## src/rtl/contador_multi_if.sv

```systemverilog
// Readout/pop bus for contador_multi: the requester drives pops, the idle
// indication and read requests; the counter bank returns count, valid and
// sticky overflow flags.
interface contador_multi_if #(
  parameter int unsigned FIFO_UNITS = 4,
  parameter int unsigned INDEX      = 2,
  parameter int unsigned CNT_W      = 5
);
  logic [FIFO_UNITS-1:0] pop;
  logic                  IDLE;
  logic                  req;
  logic [INDEX-1:0]      idx;
  logic [CNT_W-1:0]      cuenta;
  logic                  valid;
  logic [FIFO_UNITS-1:0] overflow;

  modport master (
    output pop, IDLE, req, idx,
    input  cuenta, valid, overflow
  );

  modport slave (
    input  pop, IDLE, req, idx,
    output cuenta, valid, overflow
  );
endinterface

```

## src/rtl/contador_multi.sv

```systemverilog
// contador_multi: per-FIFO pop-event counter bank with an idle-gated,
// one-cycle-latency readout port and sticky per-channel overflow flags.
// Build option: define CONTADOR_SAT_EN to make counters saturate at their
// maximum instead of wrapping (overflow still flags the first lost pop).
module contador_multi #(
  parameter int unsigned FIFO_UNITS = 4,
  parameter int unsigned INDEX      = 2,
  parameter int unsigned CNT_W      = 5
) (
  input logic             clk,
  input logic             reset,
  contador_multi_if.slave bus
);

  typedef enum logic [1:0] {S_INIT, S_COUNT, S_READ} state_t;

  localparam logic [CNT_W-1:0] CNT_MAX = '1;

  state_t                r_state;
  state_t                w_next_state;
  logic [CNT_W-1:0]      r_cnt [FIFO_UNITS];
  logic [FIFO_UNITS-1:0] r_ovf;
  logic [CNT_W-1:0]      r_cuenta;
  logic                  r_valid;
  logic                  w_fire;
  logic [CNT_W-1:0]      w_rd_data;
  logic [INDEX-1:0]      w_idx;

  assign w_idx = bus.idx;

  // State register
  always_ff @(posedge clk or negedge reset) begin
    if (!reset) r_state <= S_INIT;
    else        r_state <= w_next_state;
  end

  // Next-state: INIT leaves unconditionally, COUNT/READ follow IDLE
  always_comb begin
    w_next_state = r_state;
    unique case (r_state)
      S_INIT:  w_next_state = S_COUNT;
      S_COUNT: if (bus.IDLE)  w_next_state = S_READ;
      S_READ:  if (!bus.IDLE) w_next_state = S_COUNT;
      default: w_next_state = S_INIT;
    endcase
  end

  // Read strobe and channel mux; IDLE is qualified here so the edge that
  // drops IDLE (state still READ) does not fire a read. Out-of-range
  // indices fall through to zero.
  always_comb begin
    w_fire    = (r_state == S_READ) && bus.IDLE && bus.req;
    w_rd_data = '0;
    for (int unsigned i = 0; i < FIFO_UNITS; i++) begin
      if (32'(w_idx) == i) w_rd_data = r_cnt[i];
    end
  end

  // Per-channel counters and sticky overflow flags
  always_ff @(posedge clk or negedge reset) begin
    if (!reset) begin
      for (int unsigned i = 0; i < FIFO_UNITS; i++) r_cnt[i] <= '0;
      r_ovf <= '0;
    end else begin
      for (int unsigned i = 0; i < FIFO_UNITS; i++) begin
        if (bus.pop[i]) begin
          if (r_cnt[i] == CNT_MAX) begin
            r_ovf[i] <= 1'b1;
`ifdef CONTADOR_SAT_EN
            r_cnt[i] <= CNT_MAX;
`else
            r_cnt[i] <= '0;
`endif
          end else begin
            r_cnt[i] <= r_cnt[i] + 1'b1;
          end
        end
      end
    end
  end

  // Registered readout: captures pre-increment count when a read fires
  always_ff @(posedge clk or negedge reset) begin
    if (!reset) begin
      r_cuenta <= '0;
      r_valid  <= 1'b0;
    end else if (w_fire) begin
      r_cuenta <= w_rd_data;
      r_valid  <= 1'b1;
    end else begin
      r_cuenta <= '0;
      r_valid  <= 1'b0;
    end
  end

  assign bus.cuenta   = r_cuenta;
  assign bus.valid    = r_valid;
  assign bus.overflow = r_ovf;

endmodule
```

## src/flat_wrapper.sv

```systemverilog
// flat-port wrapper written by rule: the top's interface ports become plain ports
module contador_multi_flat 
#(
  parameter int unsigned FIFO_UNITS = 4,
  parameter int unsigned INDEX      = 2,
  parameter int unsigned CNT_W      = 5
)
  (clk, reset, bus_pop, bus_IDLE, bus_req, bus_idx, bus_cuenta, bus_valid, bus_overflow);
  contador_multi_if #(.FIFO_UNITS(FIFO_UNITS), .INDEX(INDEX), .CNT_W(CNT_W)) bus_i ();
  input logic clk;
  input logic reset;
  input wire logic [$bits(bus_i.pop)-1:0] bus_pop;
  input wire logic [$bits(bus_i.IDLE)-1:0] bus_IDLE;
  input wire logic [$bits(bus_i.req)-1:0] bus_req;
  input wire logic [$bits(bus_i.idx)-1:0] bus_idx;
  output wire logic [$bits(bus_i.cuenta)-1:0] bus_cuenta;
  output wire logic [$bits(bus_i.valid)-1:0] bus_valid;
  output wire logic [$bits(bus_i.overflow)-1:0] bus_overflow;
  assign bus_i.pop = bus_pop;
  assign bus_i.IDLE = bus_IDLE;
  assign bus_i.req = bus_req;
  assign bus_i.idx = bus_idx;
  assign bus_cuenta = bus_i.cuenta;
  assign bus_valid = bus_i.valid;
  assign bus_overflow = bus_i.overflow;
  contador_multi #(.FIFO_UNITS(FIFO_UNITS), .INDEX(INDEX), .CNT_W(CNT_W)) u_core (.clk(clk), .reset(reset), .bus(bus_i));
endmodule
```

## config.mk

```make
export PLATFORM = sky130hd
export DESIGN_NAME = contador_multi_flat
export DESIGN_NICKNAME = d
export VERILOG_FILES = /design/src/rtl/contador_multi_if.sv /design/src/rtl/contador_multi.sv /design/src/flat_wrapper.sv
export SDC_FILE = /design/constraint.sdc
export NUM_CORES = 1
export LEC_CHECK = 0
export ABC_AREA = 1
export BUFFER_PORTS_ARGS = -buffer_cell sky130_fd_sc_hd__buf_2
export CORE_MARGIN = 5
export CORE_UTILIZATION = 61
export CTS_CLUSTER_DIAMETER = 100
export DETAILED_ROUTE_END_ITERATION = 7
export PLACE_DENSITY = 0.81
export SETUP_SLACK_MARGIN = 0.4
export SLEW_MARGIN = 20
export SYNTH_ARGS = -nofsm -noshare
export SYNTH_HDL_FRONTEND = slang
export SYNTH_SLANG_ARGS = --single-unit
```

## constraint.sdc

```tcl
create_clock -name clk -period 4.24 [get_ports clk]
set_input_delay 1.06 -clock clk [delete_from_list [all_inputs] [get_ports clk]]
set_output_delay 1.06 -clock clk [all_outputs]
set_load 0.01 [all_outputs]
```

-- Yosys cells after proc, flatten, opt, wreduce, memory -nomap -nowiden
Index checks and enable logic that the tools add are counted.
- flip-flop bits (word level): 32
- input bits: 10
- output and inout port bits: 10
- add/sub/neg operators: 4
- equal/unequal tests: 11
- mux-type cells: 13
- reduce and logical (&&, ||, !) cells: 9
- operators with widths (kind ; number):
    two-way mux 5 bit ; 9
    adder 5 x 1 -> 5 bit, second input constant ; 4
    equality test 5 bit, second input constant ; 4
    AND reduction 2 bit ; 5
    equality test 2 bit, second input constant ; 3
    one-hot mux 2 bit (3 select lines) ; 1
    equality test 2 x 1 -> 1 bit, second input constant ; 2
    zero test 2 bit ; 2
    two-way mux 2 bit ; 2
    != test 2 bit, second input constant ; 2
    logical AND 1 bit ; 2
    two-way mux 1 bit ; 1

-- Logic depth before layout (Yosys ltp)
Gate-level depths: netlist (run 1).
- depth in word-level cells: 6
- mapped depth: 7

-- Worst setup path after synthesis (run 1)
No wires, ideal clock.
- kind: input-to-reg
- start: in bus_idx[1]
- end: reg u_core.r_cuenta[2] (netlist: u_core.bus.cuenta[2])
- arrival time: 1.519 ns
- required time: 4.121 ns
- setup slack: 2.602 ns
- cell stages on the path: 6
- path buffers: 1
- cells stage by stage: buf_4 -> inv_2 -> nor2_1 -> nand2_1 -> nand3_1 -> a21oi_2
- word-level cells in the longest chain between the ends: 6
- elaborated cells between the ends (all ways): 9
- RTL lines (item ; line ; source):
    from (decl) ; flat_wrapper.sv:15 ; input wire logic [$bits(bus_i.idx)-1:0] bus_idx;
    zero test 2 bit ; contador_multi.sv:55 ; if (32'(w_idx) == i) w_rd_data = r_cnt[i];
    two-way mux 5 bit (3 in a row) ; contador_multi.sv:55 ;
    two-way mux 5 bit * ; contador_multi.sv:55 ;
    two-way mux 5 bit * ; contador_multi.sv:87 ; end else if (w_fire) begin
    to (signal assigned) ; contador_multi.sv:88 ; r_cuenta <= w_rd_data;
    to (decl) ; contador_multi.sv:23 ; logic [CNT_W-1:0] r_cuenta;
Every way passes the cells marked *; elsewhere a longest branch is shown, timed or not.
A chain may end at the register's enable or synchronous reset.

-- Worst setup path after layout (run 1)
- start: reg u_core.r_ovf[1] (netlist: u_core.bus.overflow[1])
- end: out bus_overflow[1]
- RTL lines (item ; line ; source):
    from (decl) ; contador_multi.sv:22 ; logic [FIFO_UNITS-1:0] r_ovf;
    from (signal assigned) ; contador_multi.sv:63 ; r_ovf <= '0;
    from (signal, indexed assignment) ; contador_multi.sv:68 ; r_ovf[i] <= 1'b1;
    to (decl) ; flat_wrapper.sv:18 ; output wire logic [$bits(bus_i.overflow)-1:0] bus_overflow;
No word-level cell between the ends.

==> metrics.cfg, run 1 <==
[setup_path]
cp.arrival_ns=0.86
crit_family=flip-flops
critPathRequiredTime_ns=3.18
crit_path_max_fanout=2
path_cells=buf_2
r2r-start=u_core.r_cnt[0]
path_buf_inv=1
slowest_stage=dfrtp_1
crit_type=reg2out
critPathLaunchType=flop
worstSetupEndpointType=primary output
cpPeakStageDelay_ns=0.39
critical_path.startpoint=u_core.bus.overflow[1]

[routing]
first_pass_iters=4
wire_per_inst_um=11.9
antenna_left=0
drt-total-wl_um=2980
vias=1309
first_iter_violations=48
drc=0
vias_per_cell=5.24

[logic_synthesis]
synth_ff_type=dfrtp_1
ys_warn_count=0
yosysUniqueCellTypes=22
synth_top_family_by_area=simple AND/OR/NAND/NOR gates
synth_area_leader_cell=dfrtp_1
synth_fa_ha_area_share_pct=6.01
synth_area_leaders=dfrtp_1 48%, nand2_1 13%, inv_1 6.3%, ha_1 6.0%, nor2_1 3.4%
syn-instance-count=197
synth_xor_area_share_pct=1.05
synth_compound_area_share_pct=8.71
netlist_top_cells_count=56 x nand2_1, 32 x dfrtp_1, 28 x inv_1, 15 x nor2_1, 11 x o21ai_0
seq_area_frac_synth_pct=48.0
synth-seq-cells=32
yosys.area_share.simple_pct=25.4
synthesis.area_um2=1670
post_synth.cell_area_avg_um2=8.46
synthesis.nets=215
async_flop_share_pct=100
yosysMostFrequentCell=nand2_1
synth_edf_count=0
synth_top_area_share_pct=48.0
synth_mux_area_share_pct=1.35

[floorplan]
die_h_um=62.3
start_util_pct=62.0
io_pins=20
die_w_um=62.3
core_um2=2690
dieArea_um2=3880
num_rows=19

[clocking]
cts_sinks=32
clock_latency_ns=0.33
cts_repair_resize_count=0
root_buffer=clkbuf_4
clkTransAtPathRegs_ns=0.10
htree_levels=2
cts_tree=yes
cts_buffers=5
clockBufferDepth=2
cts_setup_buffers=0
cts-hold-fix-buffers=0

[global_route]
gr-total-overflow=0
antenna_found_initial=0
grtUsageTotal_pct=18.1
grt_pass1_vias=1371
grt_max_degree=33
grt_pass1_wl_um=5690

[sta]
rsz0062_at_grt=false
period_minus_slack_ns=1.92
post-route-period-util_pct=45.3
setup-tns-final_ns=0
max_freq_mhz=521
setup_viol=0
whs_ns=0.469
finalMaxSlewViolations=0
hold_viol=0
fin_worst_skew_ns=0.00691
slew_headroom_pct=54.0
worst_pin_slew_ns=0.690

[hold_path]
hp-class=reg2reg
worstHoldStart=u_core.bus.overflow[0]

[placement]
io_buffers=19
dp_hpwl_um=2330
gp_congestion=0.867
placed_cells=242

[pwr]
p_leak_nw=1.00
power_density_nw_per_um2=544
ir_drop_mv=0.419

[status]
status=completed

[final_layout]
final_layout_size_suffix_gt1_share_pct=21.5
num-nets-final=236
final_cells=250
diodes=0
area_delta_synth_final_pct=9.23

[job]
cap_violations=0

-- report_power, final --
group          internal, mW  switching [mW]  total [mW]
Combinational         0.129           0.200       0.329
Sequential            0.407          0.0750       0.482
Clock                0.0788           0.101       0.180
Total                 0.614           0.377       0.991
-- sequential cells by signal, indices dropped and copies added (netlist names) --
register	count
u_core.bus.cuenta	5
u_core.bus.valid	1
u_core.r_state	2
u_core.r_cnt	20
u_core.bus.overflow	4
-- per-layer routing --
layer	vias up	share of wire, %	GRT usage [%]
li1	653	-	-
met1	607	42	21.0
met2	43	51	29.5
met3	6	6.2	6.49
met4	0	1.4	8.75
met5	-	0	0
-- cell families after synthesis --
family / Yosys count
muxes: 2
AOI/OAI and AO/OA: 25
DFF: 32
xor gates and xnor gates: 2
buffers and inverters: 36
and+or+nand+nor: 92
adders and majority gates: 8
-- through the flow --
stage | power [mW] | setup WS [ns] | utilization, % | cell area, um^2
2_1_floorplan | 0.723 | 2.60 | - | 1670
3_3_place_gp | 0.786 | 2.50 | 65.5 | 1760
3_5_place_dp | 0.819 | 2.45 | 65.5 | 1760
4_1_cts | 1.00 | 2.30 | 67.8 | 1820
5_1_grt | 1.09 | 2.27 | 67.8 | 1820
6_report | 0.991 | 2.32 | 67.8 | 1820
-- path summary, 6_finish.rpt --
| path | cells after the start | slack [ns] | end |
|---|---|---|---|
| hold reg to reg | 2 | 0.47 | u_core.bus.overflow[0] |
| hold / removal | 2 | 0.47 | u_core.bus.overflow[0] |
| max in group asynchronous | 1 | 3.04 | u_core.bus.cuenta[3] |
| min in group asynchronous | 1 | 0.76 | u_core.r_cnt[12] |
| setup reg to reg | 7 | 2.76 | u_core.bus.overflow[3] |
| setup / recovery | 1 | 2.32 | bus_overflow[1] |
-- area by class of cell --
class                      instances  area [um^2]
fill                             210          866
sequential                        32          801
multi-input combinational        129          708
inverter                          31          116
timing repair buffer              19         95.1
clock buffer                       6         51.3
tap                               31         38.8
clock inverter                     2         10.0
-- cells in the final DEF (no fill, tap or decap) --
cell      Yosys  layout
nand2_4       2       2
clkbuf_8      0       1
nor2_8        1       1
ha_1          8       8
clkinv_2      0       2
dfrtp_1      32      32
inv_2         3       3
nor2_1       15      15
nand3_1       8       8
nor3_1        3       3
or2_2         2       2
buf_2         0      19
o22ai_1       1       1
xor2_1        2       2
clkbuf_4      0       5
nand2_2       1       1
a21oi_1       7       7
inv_1        28      28
nor3_2        4       4
o21ai_1       1       1
nand2_1      56      56
mux2_2        2       2
a21oi_2       5       5
o21ai_0      11      11
(Power assumes the default switching activity.)
==> run 2, diff against run 1 <==
--- a/config.mk
+++ b/config.mk
@@ -8,10 +8,10 @@
 export ABC_AREA = 1
 export BUFFER_PORTS_ARGS = -buffer_cell sky130_fd_sc_hd__buf_2
 export CORE_MARGIN = 5
-export CORE_UTILIZATION = 61
+export CORE_UTILIZATION = 51
 export CTS_CLUSTER_DIAMETER = 100
 export DETAILED_ROUTE_END_ITERATION = 7
-export PLACE_DENSITY = 0.81
+export PLACE_DENSITY = 0.72
 export SETUP_SLACK_MARGIN = 0.4
 export SLEW_MARGIN = 20
 export SYNTH_ARGS = -nofsm -noshare
==> constraint.sdc (replaced) <==
create_clock -name clk -period 1.58 [get_ports clk]
set_input_delay 0.395 -clock clk [delete_from_list [all_inputs] [get_ports clk]]
set_output_delay 0.395 -clock clk [all_outputs]
set_load 0.01 [all_outputs]
==> run 2 against run 1 <==
Compared with the run above:
- sequential power rose to 2.7 times the previous value
- global-route usage fell by 1.9 points
- clock power grew to 3.8 times the previous value
- worst hold slack worse by 0.41 ns
- final cell count up 12%
- combinational power grew to 3.7 times the previous value
==> metrics.cfg, run 2 (same netlist as run 1, synthesis figures left out) <==
[status]
status=completed

[placement]
gp_congestion=0.771
io_buffers=19
pre_cts_ws_ns=0.247
post_dp_cell_area_um2=1800
dp_hpwl_um=2200

[job]
cap_violations=0

[sta]
hold_viol=0
setup_viol=0
finalWorstSetupSlack_ns=0.231
slew_headroom_pct=74.0
rsz0062_at_grt=true
post-route-period-util_pct=85.4
fin_worst_skew_ns=0.00583
worst_pin_slew_ns=0.390
setup-tns-final_ns=0
finalMaxSlewViolations=0
period_minus_slack_ns=1.35
max_freq_mhz=741
whs_ns=0.0572

[clocking]
htree_levels=2
clockBufferDepth=2
cts-hold-fix-buffers=0
cts_buffers=5
clock_latency_ns=0.33
cts_sinks=32
clkTransAtPathRegs_ns=0.10
root_buffer=clkbuf_4
cts_tree=yes

[floorplan]
num_rows=20
io_pins=20
die_w_um=67.2
core_um2=3100
die_h_um=67.2
dieArea_um2=4510
start_util_pct=53.7

[setup_path]
crit_family=adder cells
critPathRequiredTime_ns=1.80
slowest_stage=dfrtp_1
cpPeakStageDelay_ns=0.40
crit_path_max_fanout=3
path_cells=ha_2 > nand2_1 > nor2_1 > ha_1 > mux2_4
path_buf_inv=0
cp.arrival_ns=1.57
critPathLaunchType=flop
worstSetupEndpointType=flop
crit_type=reg2reg

[global_route]
grt_max_degree=33
grt_pass1_vias=1228
gr-total-overflow=0
grtUsageTotal_pct=16.3
antenna_found_initial=0
grt_pass1_wl_um=5370

[routing]
wire_per_inst_um=11.8
first_iter_violations=89
drc=0
drt-total-wl_um=3300
vias=1316
antenna_left=0
first_pass_iters=4
vias_per_cell=4.72

[final_layout]
largest_register_ffs=20
area_delta_synth_final_pct=26.4
final_util_pct=67.9
num-nets-final=252
final_cell_mix=50 x nand2_1, 32 x dfrtp_1, 24 x inv_1, 18 x buf_2, 16 x buf_4
regMostFlops=u_core.r_cnt
diodes=0
fin_area_um2=2110
final_layout_size_suffix_gt1_share_pct=39.1
layout_commonest_cell=nand2_1

[pwr]
p_leak_nw=1.11
power_density_nw_per_um2=1520
ir_drop_mv=0.881

[hold_path]
hp-class=in2async

==> run 2: worst paths after layout <==
path / depth (start not counted) / endpoint / start / slack, ns
worst max-delay path: 5 / u_core.r_cnt[19] / u_core.r_cnt[16] / 0.23
worst min-delay path: 2 / u_core.r_cnt[5] / reset / 0.06
worst max register to register: 5 / u_core.r_cnt[19] / u_core.r_cnt[16] / 0.23
worst min register to register: 2 / u_core.bus.overflow[1] / u_core.bus.overflow[1] / 0.47
max in group asynchronous: 2 / u_core.r_cnt[17] / reset / 1.23
min in group clk: 2 / u_core.r_state[0] / bus_IDLE / 0.27
==> run 2: routing by layer <==
| layer | part of all wire [%] | GRT usage (%) | up-vias |
|---|---|---|---|
| li1 | - | - | 690 |
| met2 | 49 | 26.7 | 28 |
| met1 | 45 | 19.5 | 593 |
| met4 | 1.4 | 7.59 | 0 |
| met3 | 4.9 | 4.83 | 5 |
| met5 | 0 | 0 | - |
==> run 2: report_power, final <==
group          switching (mW)  total [mW]  leakage [nW]  internal [mW]
Sequential              0.200        1.29         0.383           1.09
Combinational           0.654        1.21         0.671          0.559
Clock                   0.268       0.688        0.0515          0.420
Total                    1.12        3.19          1.11           2.07
==> run 2: area by class of cell <==
class                      instances  area (um^2)
fill                             269          997
multi-input combinational        129          817
sequential                        32          801
timing repair buffer              35          221
inverter                          31          116
clock buffer                       7         65.1
tap                               44         55.1
clock inverter                     1         30.0
==> run 2: repair_timing <==
item / in CTS / in global routing
hold endpoints to repair: 0 / 0
pin swaps: 10 / 10
gates cloned: 0 / 0
resized for setup: 12 / 19
endpoints found under the setup margin: 29 / 30
setup buffers: 9 / 6
==> run 2: metrics by stage <==
step,total power [mW],cells
3_3_place_gp,2.16,256
5_1_grt,3.47,279
3_5_place_dp,2.20,256
4_1_cts,3.01,273
2_1_floorplan,1.97,197
6_report,3.19,279
